## config.mk

```make
export PLATFORM = sky130hd
export DESIGN_NAME = pll_fll_ctrl
export DESIGN_NICKNAME = d
export VERILOG_FILES = /design/src/rtl/pll_fll_ctrl.sv
export SDC_FILE = /design/constraint.sdc
export NUM_CORES = 1
export LEC_CHECK = 0
export ABC_AREA = 1
export BUFFER_PORTS_ARGS = -buffer_cell sky130_fd_sc_hd__buf_2
export CAP_MARGIN = 10
export CELL_PAD_IN_SITES_DETAIL_PLACEMENT = 0
export CELL_PAD_IN_SITES_GLOBAL_PLACEMENT = 1
export CORE_ASPECT_RATIO = 1.5
export CORE_MARGIN = 1
export CORE_UTILIZATION = 44
export DETAILED_ROUTE_END_ITERATION = 8
export HOLD_SLACK_MARGIN = 0.06
export PLACE_DENSITY = 0.87
export SLEW_MARGIN = 20
export SYNTH_ARGS = -nofsm -noshare
export SYNTH_HDL_FRONTEND = slang
export SYNTH_SLANG_ARGS = --single-unit
```

## constraint.sdc

```tcl
create_clock -name osc -period 6.7 [get_ports osc]
set_clock_uncertainty 0.15 [all_clocks]
set_input_delay 2.01 -clock osc [delete_from_list [all_inputs] [get_ports osc]]
set_output_delay 2.01 -clock osc [all_outputs]
set_load 0.01 [all_outputs]
```

## src/rtl/pll_fll_ctrl.sv

```systemverilog
// ============================================================================
// Module   : pll_fll_ctrl
// Brief    : Frequency-locked-loop controller. Steps a thermometer DCO trim
//            from windowed edge counts, with lock detection, divider-change
//            retrain and manual trim bypass. Optional macro:
//            PLL_FLL_BINSEARCH_EN (binary-search step sizing).
// Revision : 1.0 - initial release
// ============================================================================
`default_nettype none

module pll_fll_ctrl #(
    parameter int TRIM_W     = 26,
    parameter int DIV_W      = 5,
    parameter int CNT_W      = 8,
    parameter int SETTLE_CYC = 4,
    parameter int LOCK_CNT   = 8,
    parameter int TOL        = 1
) (
    input  logic              osc,
    input  logic              resetb,
    input  logic              enable,
    input  logic              dco,
    input  logic [DIV_W-1:0]  div,
    input  logic [TRIM_W-1:0] ext_trim,
    input  logic              cnt_valid,
    input  logic [CNT_W-1:0]  cnt_value,
    output logic              cnt_clear,
    output logic [TRIM_W-1:0] trim,
    output logic              locked
);

    localparam int LW = $clog2(TRIM_W + 1);
    localparam int SW = (SETTLE_CYC > 1) ? $clog2(SETTLE_CYC) : 1;
    localparam int KW = $clog2(LOCK_CNT + 1);

    localparam logic [LW-1:0]        c_l_max    = LW'(TRIM_W);
    localparam logic [LW-1:0]        c_l_rst    = LW'(TRIM_W / 2);
    localparam logic [SW-1:0]        c_settle_l = SW'(SETTLE_CYC - 1);
    localparam logic [KW-1:0]        c_lock_max = KW'(LOCK_CNT);
    localparam logic signed [CNT_W:0] c_tol     = (CNT_W + 1)'(TOL);

    typedef enum logic [1:0] {
        ST_OFF     = 2'd0,
        ST_SETTLE  = 2'd1,
        ST_MEASURE = 2'd2,
        ST_ADJUST  = 2'd3
    } state_t;

    function automatic logic [TRIM_W-1:0] therm(input logic [LW-1:0] lvl);
        logic [TRIM_W-1:0] t;
        t = '0;
        for (int i = 0; i < TRIM_W; i++) begin
            t[i] = (i < int'(lvl));
        end
        return t;
    endfunction

    state_t            r_state, w_state_nx;
    logic [LW-1:0]     r_level, w_level_nx;
    logic [KW-1:0]     r_lock_cnt, w_lock_nx;
    logic              r_locked, w_locked_nx;
    logic              r_clear, w_clear_nx;
    logic [DIV_W-1:0]  r_div_q, w_div_nx;
    logic [SW-1:0]     r_settle, w_settle_nx;
    logic [CNT_W-1:0]  r_cnt_q, w_cnt_nx;
    logic [TRIM_W-1:0] r_trim, w_trim_nx;
    logic [LW-1:0]     w_step;

`ifdef PLL_FLL_BINSEARCH_EN
    localparam logic [LW-1:0] c_step0 = (TRIM_W / 4 >= 1) ? LW'(TRIM_W / 4) : LW'(1);
    logic [LW-1:0] r_step, w_step_nx, w_step_half;
    assign w_step      = r_step;
    assign w_step_half = (r_step > LW'(1)) ? (r_step >> 1) : LW'(1);
`else
    assign w_step = LW'(1);
`endif

    logic                  w_off;
    logic signed [CNT_W:0] w_c, w_t, w_hi, w_lo;
    logic [LW:0]           w_up_sum;
    logic [LW-1:0]         w_up, w_dn;
    logic [KW-1:0]         w_lock_inc;

    assign w_off = !enable || dco || (div == '0);

    // All operands are non-negative; the window floor clamps at zero instead of wrapping.
    assign w_c  = $signed({1'b0, r_cnt_q});
    assign w_t  = $signed({{(CNT_W + 1 - DIV_W){1'b0}}, r_div_q});
    assign w_hi = w_t + c_tol;
    assign w_lo = (w_t < c_tol) ? '0 : (w_t - c_tol);

    assign w_up_sum   = {1'b0, r_level} + {1'b0, w_step};
    assign w_up       = (w_up_sum > {1'b0, c_l_max}) ? c_l_max : w_up_sum[LW-1:0];
    assign w_dn       = (r_level <= w_step) ? '0 : (r_level - w_step);
    assign w_lock_inc = (r_lock_cnt == c_lock_max) ? r_lock_cnt : (r_lock_cnt + KW'(1));

    always_comb begin
        w_state_nx  = r_state;
        w_level_nx  = r_level;
        w_lock_nx   = r_lock_cnt;
        w_locked_nx = r_locked;
        w_clear_nx  = 1'b0;
        w_div_nx    = r_div_q;
        w_settle_nx = r_settle;
        w_cnt_nx    = r_cnt_q;
`ifdef PLL_FLL_BINSEARCH_EN
        w_step_nx   = r_step;
`endif
        if (w_off) begin
            w_state_nx  = ST_OFF;
            w_locked_nx = 1'b0;
        end else if ((r_state == ST_OFF) || (div != r_div_q)) begin
            // Fresh start or retarget: any in-flight measurement is discarded.
            w_state_nx  = ST_SETTLE;
            w_div_nx    = div;
            w_lock_nx   = '0;
            w_locked_nx = 1'b0;
            w_clear_nx  = 1'b1;
            w_settle_nx = '0;
`ifdef PLL_FLL_BINSEARCH_EN
            w_step_nx   = c_step0;
`endif
        end else begin
            case (r_state)
                ST_SETTLE: begin
                    if (r_settle == c_settle_l) begin
                        w_state_nx = ST_MEASURE;
                    end else begin
                        w_settle_nx = r_settle + SW'(1);
                    end
                end
                ST_MEASURE: begin
                    if (cnt_valid) begin
                        w_cnt_nx   = cnt_value;
                        w_state_nx = ST_ADJUST;
                    end
                end
                ST_ADJUST: begin
                    if (w_c > w_hi) begin
                        w_level_nx  = w_up;
                        w_lock_nx   = '0;
                        w_locked_nx = 1'b0;
`ifdef PLL_FLL_BINSEARCH_EN
                        w_step_nx   = w_step_half;
`endif
                    end else if (w_c < w_lo) begin
                        w_level_nx  = w_dn;
                        w_lock_nx   = '0;
                        w_locked_nx = 1'b0;
`ifdef PLL_FLL_BINSEARCH_EN
                        w_step_nx   = w_step_half;
`endif
                    end else begin
                        w_lock_nx   = w_lock_inc;
                        w_locked_nx = (w_lock_inc == c_lock_max);
`ifdef PLL_FLL_BINSEARCH_EN
                        w_step_nx   = LW'(1);
`endif
                    end
                    w_state_nx  = ST_SETTLE;
                    w_clear_nx  = 1'b1;
                    w_settle_nx = '0;
                end
                default: w_state_nx = ST_OFF;
            endcase
        end
        w_trim_nx = dco ? ext_trim : therm(w_level_nx);
    end

    always_ff @(posedge osc or negedge resetb) begin
        if (!resetb) begin
            r_state    <= ST_OFF;
            r_level    <= c_l_rst;
            r_lock_cnt <= '0;
            r_locked   <= 1'b0;
            r_clear    <= 1'b0;
            r_div_q    <= '0;
            r_settle   <= '0;
            r_cnt_q    <= '0;
            r_trim     <= therm(c_l_rst);
`ifdef PLL_FLL_BINSEARCH_EN
            r_step     <= c_step0;
`endif
        end else begin
            r_state    <= w_state_nx;
            r_level    <= w_level_nx;
            r_lock_cnt <= w_lock_nx;
            r_locked   <= w_locked_nx;
            r_clear    <= w_clear_nx;
            r_div_q    <= w_div_nx;
            r_settle   <= w_settle_nx;
            r_cnt_q    <= w_cnt_nx;
            r_trim     <= w_trim_nx;
`ifdef PLL_FLL_BINSEARCH_EN
            r_step     <= w_step_nx;
`endif
        end
    end

    assign cnt_clear = r_clear;
    assign trim      = r_trim;
    assign locked    = r_locked;

endmodule

`default_nettype wire

```

==> results.md, run 1 <==
* Switching Fraction at 28.5%
* Endpoints failing hold at 0
* Post-DP HPWL at 6360 um
* Slew @ Worst Pin at 690 ps
* Starting Density at 45.4%
* Number of global-route vias before repair at ~3000
* Setup bufs post-CTS at 0
* Crit path buffers/inverters at 2
* Nets at 570
* Layout Area Growth over Synthesis at 17.6%
* Initial antenna violation count at 0
* Setup TNS at 0 ps
* Reg2reg start: r_div_q[0]$_DFFE_PN0P_
* Crit-path max cell delay at 450 ps
* GP Congestion at 0.883
* Clk pwr share at between 30% and 40%
* Largest net degree at the start of global routing at 55
* Status: finished clean
* Critical path launch point type: primary input
* M2 GR Usage at approximately two fifths
* H-tree Lvls at 2
* Element type at the critical path end: flop
* Tcrit/Tclk final at approximately three fifths
* Total length of routed wires at 7960 um
* Slowest-stage cell, CP: nor3_4
* I/O pins at 72
* Num rows at 39
* DR vias at 2999
* Sequential share of power at between 40% and 50%
* Placed inst area at 3910 um^2
* Global Route Usage Sum at about a fifth
* Path depth of the worst reg2reg path at 22
* CTS resizes at 0
* FILL cells at around 760
* Finished Layout Cells at 604
* MaxCap Viol Count at 0
* Post-CTS Hold Buffers at 0
* First-pass GRT wire length at 13000 um
* Tmin final at between 4000 and 5000 ps
* Drt drc at 0
* CTS tree: built
* Share of cells above drive strength 1 at slightly below 30%
* DR WL/cell at 13.2 um
* WHS Path Cells at 2
* HP Class: reg -> reg
* Int Power at 0.534 mW
* Yosys reg bits at 54
* Fmax at around 0.24 GHz
* DR vias/cell at approximately 5
* Setup repair after global routing missed its margin: false
* Max Slew Vio Count at 0
* Post-Syn Area at 3460 um^2
* Total power at 0.747 mW
* Initial DRC Count at 99
* Worst slew margin relative to its limit at 54.0%
* Reg2reg setup slack at 3300 ps
* Maximum VDD drop at 0.000138 V
* GR Util met3 at 3.56%
* Pwr per Cell Area at 184 nW/um^2
* Post-route ant nets at 0
* Ys Warns at 0
* Synth Net Count at 498
* Die Area at approximately 8200 um^2
* CTS clock-pin slew for the worst setup and hold paths at 80 ps
* CTS buffer count at 5
* Worst Path Required at 6740 ps
* Drt first pass iters at 4
* Post-route cell area at 4070 um^2
* Ant diodes at 0
* Met1 GRT Util at 21.6%
* Crit path DAT at approximately 4100 ps
* Max clock buf depth at 2
* Die X at 74.4 um
* Crit Path Category: in -> reg
* Clk_lat worst skew at a little under 300 ps
* Logic pwr share at 15.7%
* Setup violations, final at 0
* Crit path from: dco
* Syn Inst Count at 429
* Static leakage at 2.06 nW
* Min Hold Slack at 360 ps
* Worst path cell trace: buf_2 > inv_1 > nand3_1 > nor3_4 > nand3_2 > nand2_4 > nand2_1 > nor2_1 > nand2_1 > nand3_1 > nand2_1
* Seq/Total Area, Yosys at 39.7%
* Crit path depth at 11
* CP most frequent cell: nand2_1
* GR peak layer: met2
* Crit path max fanout at 27
* Clock sink count at 54
* Syn_area_per_cell at 8.06 um^2
* Port buffer count at 71
* Synth cell types at 40
* CTS Root Cell: clkbuf_16
* Global route total overflow at 0
* Die height at ~110 um
* Top delay family on crit path: simple AND/OR/NAND/NOR gates
* Post-Place Cells at 596
* Core Area at 7610 um^2
* Worst Hold Launch: r_settle[1]$_DFFE_PN0P_
* Psw at about 0.21 mW
## power by group through the flow
stage,logic [mW],clock network (mW),registers [mW]
6_report,0.118,0.271,0.358
5_1_grt,0.135,0.288,0.360
4_1_cts,0.120,0.277,0.358
3_5_place_dp,0.120,0,0.363
3_3_place_gp,0.117,0,0.364
2_1_floorplan,0.0734,0,0.363
## flip-flops by register name (all words and copies together), names as in the netlist
name and flops:
r_level 5, cnt_clear 1, r_state 2, trim 26, r_div_q 5, r_cnt_q 8, locked 1, r_settle 2
r_lock_cnt 4
## layout make-up
class                   instances  area [um^2]  share of cell area [%]
inverters                      53          199                    4.89
clock inverters                 3         28.8                   0.707
repair buffers                 72          363                    8.92
multi-input cells             315         1850                    45.6
clock buffers                   5          125                    3.08
flip-flops and latches         54         1370                    33.7
well taps                     102          128                    3.14
## cell families after synthesis
group | share of synthesized area, %
compound gates | 8.83
xor+xnor | 2.79
fa+ha+maj | 9.04
buf+inv | 6.77
flops | 39.7
mux | 2.28
simple gates | 30.6
## stage by stage
stage | util, % | worst slack [ps]
after floorplan | - | 3010
after global placement | 51.4 | 2360
after detailed placement | 51.4 | 2280
after CTS | 53.4 | 2590
after global routing | 53.4 | 2310
final | 53.4 | 2600
## Yosys cell counts
master	instances	area share [%]
nand2_1	114	12
inv_1	41	4.5
dfrtp_1	38	27
nor2_1	34	3.7
nand3_1	32	4.6
ha_1	25	9.0
dfstp_2	16	12
o21ai_0	15	2.2
a21oi_1	13	1.9
inv_2	9	0.98
nand2_2	9	1.6
xor2_1	9	2.3
mux2_2	7	2.3
o21ai_1	7	1.0
nand3_2	6	1.7
nand4_1	6	1.1
buf_2	4	0.58
nand2_4	4	1.3
a21o_1	3	0.65
a21oi_2	3	0.76
clkinv_1	3	0.33
o22ai_1	3	0.54
a31oi_1	2	0.36
clkbuf_1	2	0.22
nand3b_1	2	0.43
nor2_2	2	0.36
nor2_4	2	0.65
nor3_1	2	0.29
nor3_2	2	0.58
o21ai_2	2	0.51
or2_2	2	0.36
xnor2_1	2	0.51
a211oi_1	1	0.22
a21oi_4	1	0.47
a22o_1	1	0.25
buf_4	1	0.22
nand3_4	1	0.51
nor3_4	1	0.47
nor3b_2	1	0.36
or2_1	1	0.18
## layout by cell type (no fill, tap or decap), types with 3 or more instances in the layout
| master | synthesis | final |
|---|---|---|
| dfstp_2 | 16 | 16 |
| o22ai_1 | 3 | 3 |
| clkbuf_16 | 0 | 5 |
| nor2_1 | 34 | 34 |
| nand2_4 | 4 | 4 |
| nand4_1 | 6 | 6 |
| o21ai_1 | 7 | 7 |
| inv_2 | 9 | 9 |
| nand2_2 | 9 | 9 |
| nand3_2 | 6 | 6 |
| xor2_1 | 9 | 9 |
| ha_1 | 25 | 25 |
| a21o_1 | 3 | 3 |
| nand2_1 | 114 | 114 |
| buf_2 | 4 | 71 |
| a21oi_2 | 3 | 3 |
| o21ai_0 | 15 | 15 |
| nand3_1 | 32 | 32 |
| inv_1 | 41 | 41 |
| mux2_2 | 7 | 7 |
| a21oi_1 | 13 | 13 |
| clkinv_1 | 3 | 3 |
| dfrtp_1 | 38 | 38 |
## path summary, 6_finish.rpt
| check | end |
|---|---|
| worst max-delay path | trim[14]$_DFF_PN0_ |
| min in group asynchronous | r_cnt_q[0]$_DFFE_PN0P_ |
| worst max register to register | trim[14]$_DFF_PN0_ |
| worst min register to register | r_settle[1]$_DFFE_PN0P_ |
| max in group asynchronous | r_cnt_q[3]$_DFFE_PN0P_ |
| worst min-delay path | r_settle[1]$_DFFE_PN0P_ |
## per-layer routing
metal | part of all wire (%) | wire length [um]
met1 | 39 | 3070
met2 | 55 | 4420
met3 | 3.5 | 280
met4 | 2.4 | 189
met5 | 0 | 0
## tightest hold or removal path, cell delays in order (launching register included)
cell and delay [ps]:
dfrtp_1 360, nand2_1 50, o21ai_0 60
Power figures use the tool's default switching activity.
==> run 2: changes to the inputs <==
--- a/config.mk
+++ b/config.mk
@@ -12,10 +12,10 @@
 export CELL_PAD_IN_SITES_GLOBAL_PLACEMENT = 1
 export CORE_ASPECT_RATIO = 1.5
 export CORE_MARGIN = 1
-export CORE_UTILIZATION = 44
+export CORE_UTILIZATION = 37
 export DETAILED_ROUTE_END_ITERATION = 8
 export HOLD_SLACK_MARGIN = 0.06
-export PLACE_DENSITY = 0.87
+export PLACE_DENSITY = 0.78
 export SLEW_MARGIN = 20
 export SYNTH_ARGS = -nofsm -noshare
 export SYNTH_HDL_FRONTEND = slang
==> constraint.sdc (replaced) <==
create_clock -name osc -period 3.53 [get_ports osc]
set_clock_uncertainty 0.15 [all_clocks]
set_input_delay 1.059 -clock osc [delete_from_list [all_inputs] [get_ports osc]]
set_output_delay 1.059 -clock osc [all_outputs]
set_load 0.01 [all_outputs]
==> results.md, run 2 (same netlist as run 1, synthesis figures left out) <==
* Crit-path max cell delay at approximately 460 ps
* Post-route ant nets at 0
* Clock sink count at 54
* Worst Path Required at approximately 3600 ps
* Num rows at 42
* Final worst slack at 271 ps
* Reg-to-Reg End: trim[16]$_DFF_PN0_
* Share of cells above drive strength 1 at between 30 and 40%
* Pwr per Cell Area at 358 nW/um^2
* Endpoints failing hold at 0
* Drt drc at 0
* Pre-CTS WS at 179 ps
* Critical path launch point type: flop
* Crit path max fanout at 10
* Starting Density at 38.7%
* Ant diodes at 0
* Largest net degree at the start of global routing at 30
* Switching Fraction at 26.7%
* H-tree Lvls at 2
* DR vias/cell at 4.90
* Core Area at 8930 um^2
* Critical path endpoint: trim[16]$_DFF_PN0_
* DR WL/cell at about 13 um
* Setup bufs post-CTS at 0
* HP Class: reg -> reg
* Crit path from: r_div_q[0]$_DFFE_PN0P_
* Crit Path Category: reg -> reg
* CTS Root Cell: clkbuf_16
* Initial antenna violation count at 0
* Logic pwr share at 15.5%
* Element type at the critical path end: flop
* FILL cells at 929
* Post-DP HPWL at 6670 um
* Nets at between 500 and 600
* Crit path buffers/inverters at 2
* First-pass GRT wire length at approximately 13000 um
* Path depth of the worst reg2reg path at 21
* CTS tree: built
* Total length of routed wires at 8140 um
* Initial DRC Count at 106
* CTS resizes at 0
* Layout Area Growth over Synthesis at 19.5%
* Leading cell type in the layout, fill and taps excluded: nand2_1
* Global Route Usage Sum at 17.9%
* Top delay family on crit path: simple AND/OR/NAND/NOR gates
* Clk_lat worst skew at 300 ps
* Crit path DAT at about 3300 ps
* Total power at about 1.5 mW
* Slew @ Worst Pin at 601 ps
* Max clock buf depth at 2
* Drt first pass iters at 4
* Reg2reg setup slack at 270 ps
* Setup violations, final at 0
* Sequential share of power at between 40% and 50%
* DR vias at 3011
* Global route total overflow at 0
* Tcrit/Tclk final at 92.3%
* Die Area at around 9700 um^2
* Post-CTS Hold Buffers at 0
* CTS clock-pin slew for the worst setup and hold paths at 70 ps
* Crit path depth at 21
* Fmax at 0.307 GHz
* Setup TNS at 0 ps
* I/O pins at a little over 70
* Static leakage at 2.08 nW
* Status: finished clean
* Max Slew Vio Count at 0
* Slowest-stage cell, CP: dfrtp_2
* CP most frequent cell: nand2_1
* Commonest cells after routing, fill and taps aside: nand2_1, buf_2, inv_1, dfrtp_1, nor2_1
* Number of global-route vias before repair at 3051
* CTS buffer count at 5
* Reg2reg start: r_div_q[0]$_DFFE_PN0P_
* MaxCap Viol Count at 0
* Port buffer count at 71
* GP Congestion at 0.801
* Maximum VDD drop at 0.000201 V
* Tmin final at 3260 ps
* Worst path cell trace: inv_4 > ha_2 > inv_1 > nor2_1 > nand2_1 > o21ai_0 > ha_1 > nand2_1 > a21oi_1 > nor2_1 > nor2_1 > nor2_4 > nand3_2 > nand2_2 > nand2_2 > nand2_1 > nand2_4 > nor2_4 > nand2_1 > nand2_1 > nand3_1
* Number of flip-flops under the largest register name at 26
* Worst slew margin relative to its limit at 59.9%
* Die X at 80.9 um
* Clk pwr share at 38.5%
* Psw at 0.396 mW
* Die height at 120 um
* Int Power at 1.08 mW
## run 2: worst min path at each step
| stage | startpoint | endpoint | slack [ps] | depth (start not counted) |
|---|---|---|---|---|
| final | r_settle[1]$_DFFE_PN0P_ | r_settle[1]$_DFFE_PN0P_ | 350 | 2 |
| after global placement | r_settle[1]$_DFFE_PN0P_ | r_settle[1]$_DFFE_PN0P_ | 320 | 2 |
| after floorplan | r_settle[1]$_DFFE_PN0P_ | r_settle[1]$_DFFE_PN0P_ | 310 | 2 |
| after detailed placement | r_settle[1]$_DFFE_PN0P_ | r_settle[1]$_DFFE_PN0P_ | 330 | 2 |
| after CTS | r_settle[1]$_DFFE_PN0P_ | r_settle[1]$_DFFE_PN0P_ | 350 | 2 |
| after global routing | r_settle[1]$_DFFE_PN0P_ | r_settle[1]$_DFFE_PN0P_ | 380 | 2 |
## run 2: layout make-up
type | instances | area (um^2) | area share, %
multi-input cells | 315 | 1860 | 44.9
flip-flops and latches | 54 | 1370 | 33.3
repair buffers | 74 | 390 | 9.45
inverters | 53 | 201 | 4.88
well taps | 110 | 138 | 3.33
clock buffers | 5 | 125 | 3.03
clock inverters | 3 | 47.5 | 1.15
## run 2: per-layer routing
metal | part of all wire (%) | GRT usage, %
met4 | 1.5 | 5.25
met2 | 56 | 34.7
met1 | 38 | 18.7
met3 | 3.9 | 3.55
met5 | 0 | 0
## run 2: worst reg2reg max path, cell delays in order, from the launching register on
cell	delay (ps)
dfrtp_2	460
inv_4	110
ha_2	210
inv_1	40
nor2_1	160
nand2_1	150
o21ai_0	170
ha_1	300
nand2_1	70
a21oi_1	50
nor2_1	80
nor2_1	70
nor2_4	100
nand3_2	110
nand2_2	150
nand2_2	80
nand2_1	120
nand2_4	110
nor2_4	170
nand2_1	80
nand2_1	110
nand3_1	80
## run 2: through the flow
| step | cells | hold slack (ps) | util (%) | cell area, um^2 |
|---|---|---|---|---|
| 2_1_floorplan | 429 | 307 | - | 3460 |
| 3_3_place_gp | 606 | 323 | 44.2 | 3950 |
| 3_5_place_dp | 606 | 334 | 44.2 | 3950 |
| 4_1_cts | 614 | 352 | 46.2 | 4120 |
| 5_1_grt | 614 | 378 | 46.2 | 4130 |
| 6_report | 614 | 349 | 46.2 | 4130 |
## run 2: power by group through the flow
stage | combinational, mW | sequential, mW | clock (mW)
CTS | 0.232 | 0.679 | 0.591
detailed placement | 0.231 | 0.690 | 0
global placement | 0.228 | 0.691 | 0
finish | 0.230 | 0.681 | 0.569
global route | 0.265 | 0.685 | 0.617
floorplan | 0.139 | 0.690 | 0
==> run 3: changes to the inputs <==
--- a/config.mk
+++ b/config.mk
@@ -5,17 +5,17 @@
 export SDC_FILE = /design/constraint.sdc
 export NUM_CORES = 1
 export LEC_CHECK = 0
-export ABC_AREA = 1
 export BUFFER_PORTS_ARGS = -buffer_cell sky130_fd_sc_hd__buf_2
 export CAP_MARGIN = 10
 export CELL_PAD_IN_SITES_DETAIL_PLACEMENT = 0
 export CELL_PAD_IN_SITES_GLOBAL_PLACEMENT = 1
 export CORE_ASPECT_RATIO = 1.5
 export CORE_MARGIN = 1
-export CORE_UTILIZATION = 37
+export CORE_UTILIZATION = 38
 export DETAILED_ROUTE_END_ITERATION = 8
 export HOLD_SLACK_MARGIN = 0.06
-export PLACE_DENSITY = 0.78
+export MAX_ROUTING_LAYER = met4
+export PLACE_DENSITY = 0.77
 export SLEW_MARGIN = 20
 export SYNTH_ARGS = -nofsm -noshare
 export SYNTH_HDL_FRONTEND = slang
==> results.md, run 3 <==
* DR vias at 2957
* Crit-path max cell delay at 430 ps
* Share of cells above drive strength 1 at 36.2%
* Post-Place Cells at 549
* Core Area at 8930 um^2
* Largest cells by area after synthesis: dfrtp_1, dfstp_2, ha_1, nand2_1, mux2_2
* GP Congestion at 0.911
* Post-route cell area at between 4000 and 5000 um^2
* Port buffer count at 71
* Critical path launch point type: flop
* Worst path cell trace: inv_1 > ha_2 > nor4b_2 > or2_2 > ha_1 > o31a_1 > o31a_1 > o41a_1 > a311oi_4 > nor3_4 > nor4_4 > buf_4 > a21oi_1
* I/O pins at 72
* Clk_lat worst skew at 300 ps
* CTS clock-pin slew for the worst setup and hold paths at 70 ps
* Commonest cells after routing, fill and taps aside: buf_2, dfrtp_1, nand2_1, ha_1, inv_1
* Tcrit/Tclk final at 96.2%
* Crit path from: r_div_q[0]$_DFFE_PN0P_
* Maximum VDD drop at 0.000204 V
* Final worst slack at 133 ps
* Crit path DAT at between 3000 and 4000 ps
* Ys Warns at 0
* DR WL/cell at 15.7 um
* CP most frequent cell: o31a_1
* Static leakage at just over 2 nW
* Global Route Usage Sum at about a fifth
* Syn_area_per_cell at 9.70 um^2
* Yosys top cell area share at a little over a quarter
* Ant diodes at 0
* Worst Path Required at between 3000 and 4000 ps
* Slowest-stage cell, CP: dfrtp_1
* Count leader, synth: dfrtp_1
* GR Util met3 at 3.09%
* Syn Inst Count at 365
* Clock sink count at 54
* CTS tree: built
* Slew @ Worst Pin at 592 ps
* Asr flop ratio synth at 100%
* Worst Hold Launch: locked$_DFFE_PN0P_
* Drt drc at 0
* GR peak layer: met2
* Global route total overflow at 0
* Number of flops mapped to enable cells by yosys at 0
* Worst slew margin relative to its limit at 60.6%
* Met1 GRT Util at 22.3%
* Layout Area Growth over Synthesis at 22.4%
* Critical path endpoint: trim[2]$_DFF_PN1_
* Post-synth top cells: dfrtp_1, nand2_1, ha_1
* Nets at 516
* Post-CTS Hold Buffers at 0
* First-pass GRT wire length at 14300 um
* Layout Utilization at 48.5%
* Pwr per Cell Area at 355 nW/um^2
* Initial antenna violation count at 0
* FILL cells at between 800 and 900
* CTS buffer count at 5
* Die X at between 80 and 90 um
* Pre-CTS WS at -27.4 ps
* Initial DRC Count at 94
* Post-route ant nets at 0
* Drt first pass iters at 4
* Setup violations, final at 0
* Placed inst area at 4100 um^2
* Crit path buffers/inverters at 2
* Seq/Total Area, Yosys at a little under 40%
* Reg2reg setup slack at 130 ps
* Max clock buf depth at 2
* M2 GR Usage at 34.5%
* Top delay family on crit path: compound AO/OA/AOI/OAI gates
* Die height at 120 um
* Crit path depth at 13
* Synth Net Count at 434
* Total length of routed wires at about 8800 um
* Status: finished clean
* Endpoints failing hold at 0
* Max Slew Vio Count at 0
* Post-DP HPWL at 6790 um
* Main synth FF type: dfrtp_1
* HP Class: reg -> reg
* Synth cell types at a little over 70
* MaxCap Viol Count at 0
* Fmax at 0.294 GHz
* Yosys reg bits at 54
* Num rows at 42
* Reg2reg start: r_div_q[0]$_DFFE_PN0P_
* DR vias/cell at about 5.3
* Reg-to-Reg End: trim[2]$_DFF_PN1_
* Finished Layout Cells at 558
* Leading cell type in the layout, fill and taps excluded: buf_2
* Starting Density at 39.6%
* Die Area at between 9000 and 10000 um^2
* Crit Path Category: reg -> reg
* H-tree Lvls at 2
* Number of flip-flops under the largest register name at 26
* Number of global-route vias before repair at 2992
* Largest net degree at the start of global routing at 36
* Tmin final at 3400 ps
* Element type at the critical path end: flop
* Cell taking the most area after synthesis: dfrtp_1
* Crit path max fanout at 5
* Post-Syn Area at 3540 um^2
* Path depth of the worst reg2reg path at 13
* CTS Root Cell: clkbuf_16
run 3: cell count changes after synthesis, moves of 7 or more:
cell and change:
a21oi_1 +7, inv_1 -18, inv_2 -9, nand2_1 -78, nand2_2 -8, nand3_1 -18
nor2_1 -11, nor2b_1 +14, nor3_1 +9
run 3: worst min-delay path by stage:
stage | slack (ps) | cells past startpoint | endpoint
2_1_floorplan | 350 | 1 | r_cnt_q[0]$_DFFE_PN0P_
3_3_place_gp | 370 | 2 | locked$_DFFE_PN0P_
3_5_place_dp | 370 | 2 | locked$_DFFE_PN0P_
4_1_cts | 380 | 2 | locked$_DFFE_PN0P_
5_1_grt | 400 | 2 | locked$_DFFE_PN0P_
6_report | 380 | 2 | locked$_DFFE_PN0P_
run 3: kinds of logic after synthesis:
family                   share of synthesized area (%)
flip-flops                                        38.7
buffers and inverters                             4.91
XOR/XNOR                                          2.47
multiplexers                                      5.62
adder cells (fa/ha/maj)                           8.83
AND/OR/NAND/NOR                                   21.9
AO/OA/AOI/OAI                                     17.6
run 3: cell type report:
class | instances | area, um^2 | area share, %
flip-flops and latches | 54 | 1370 | 31.6
clock buffers | 5 | 125 | 2.89
multi-input cells | 273 | 2060 | 47.4
clock inverters | 3 | 47.5 | 1.10
well taps | 110 | 138 | 3.17
repair buffers | 90 | 510 | 11.8
inverters | 23 | 86.3 | 1.99
run 3: metal layers:
metal,part of all wire [%],vias up
li1,-,1470
met1,40,1378
met2,53,93
met3,4.3,16
met4,2.0,0
met5,0,-
run 3: what timing repair did:
| item | in CTS | in global routing |
|---|---|---|
| setup buffers | 0 | 1 |
| setup endpoints to repair | 0 | 23 |
| resized for setup | 0 | 14 |
run 3: metrics by stage:
stage	setup TNS, ps	hold slack [ps]	power, mW
6_report	0	378	1.54
3_5_place_dp	-59.2	373	0.963
3_3_place_gp	0	371	0.958
2_1_floorplan	0	353	0.855
4_1_cts	0	385	1.55
5_1_grt	-32.2	400	1.62
run 3: worst min-delay path, delay by kind of cell (launching register included):
kind,cells,cell delay [ps]
simple gates,1,60
flops,1,380
compound gates,1,50
run 3: where the power goes:
part / internal [mW] / switching (mW)
clock network: 0.341 / 0.241
logic: 0.133 / 0.152
registers: 0.651 / 0.0239
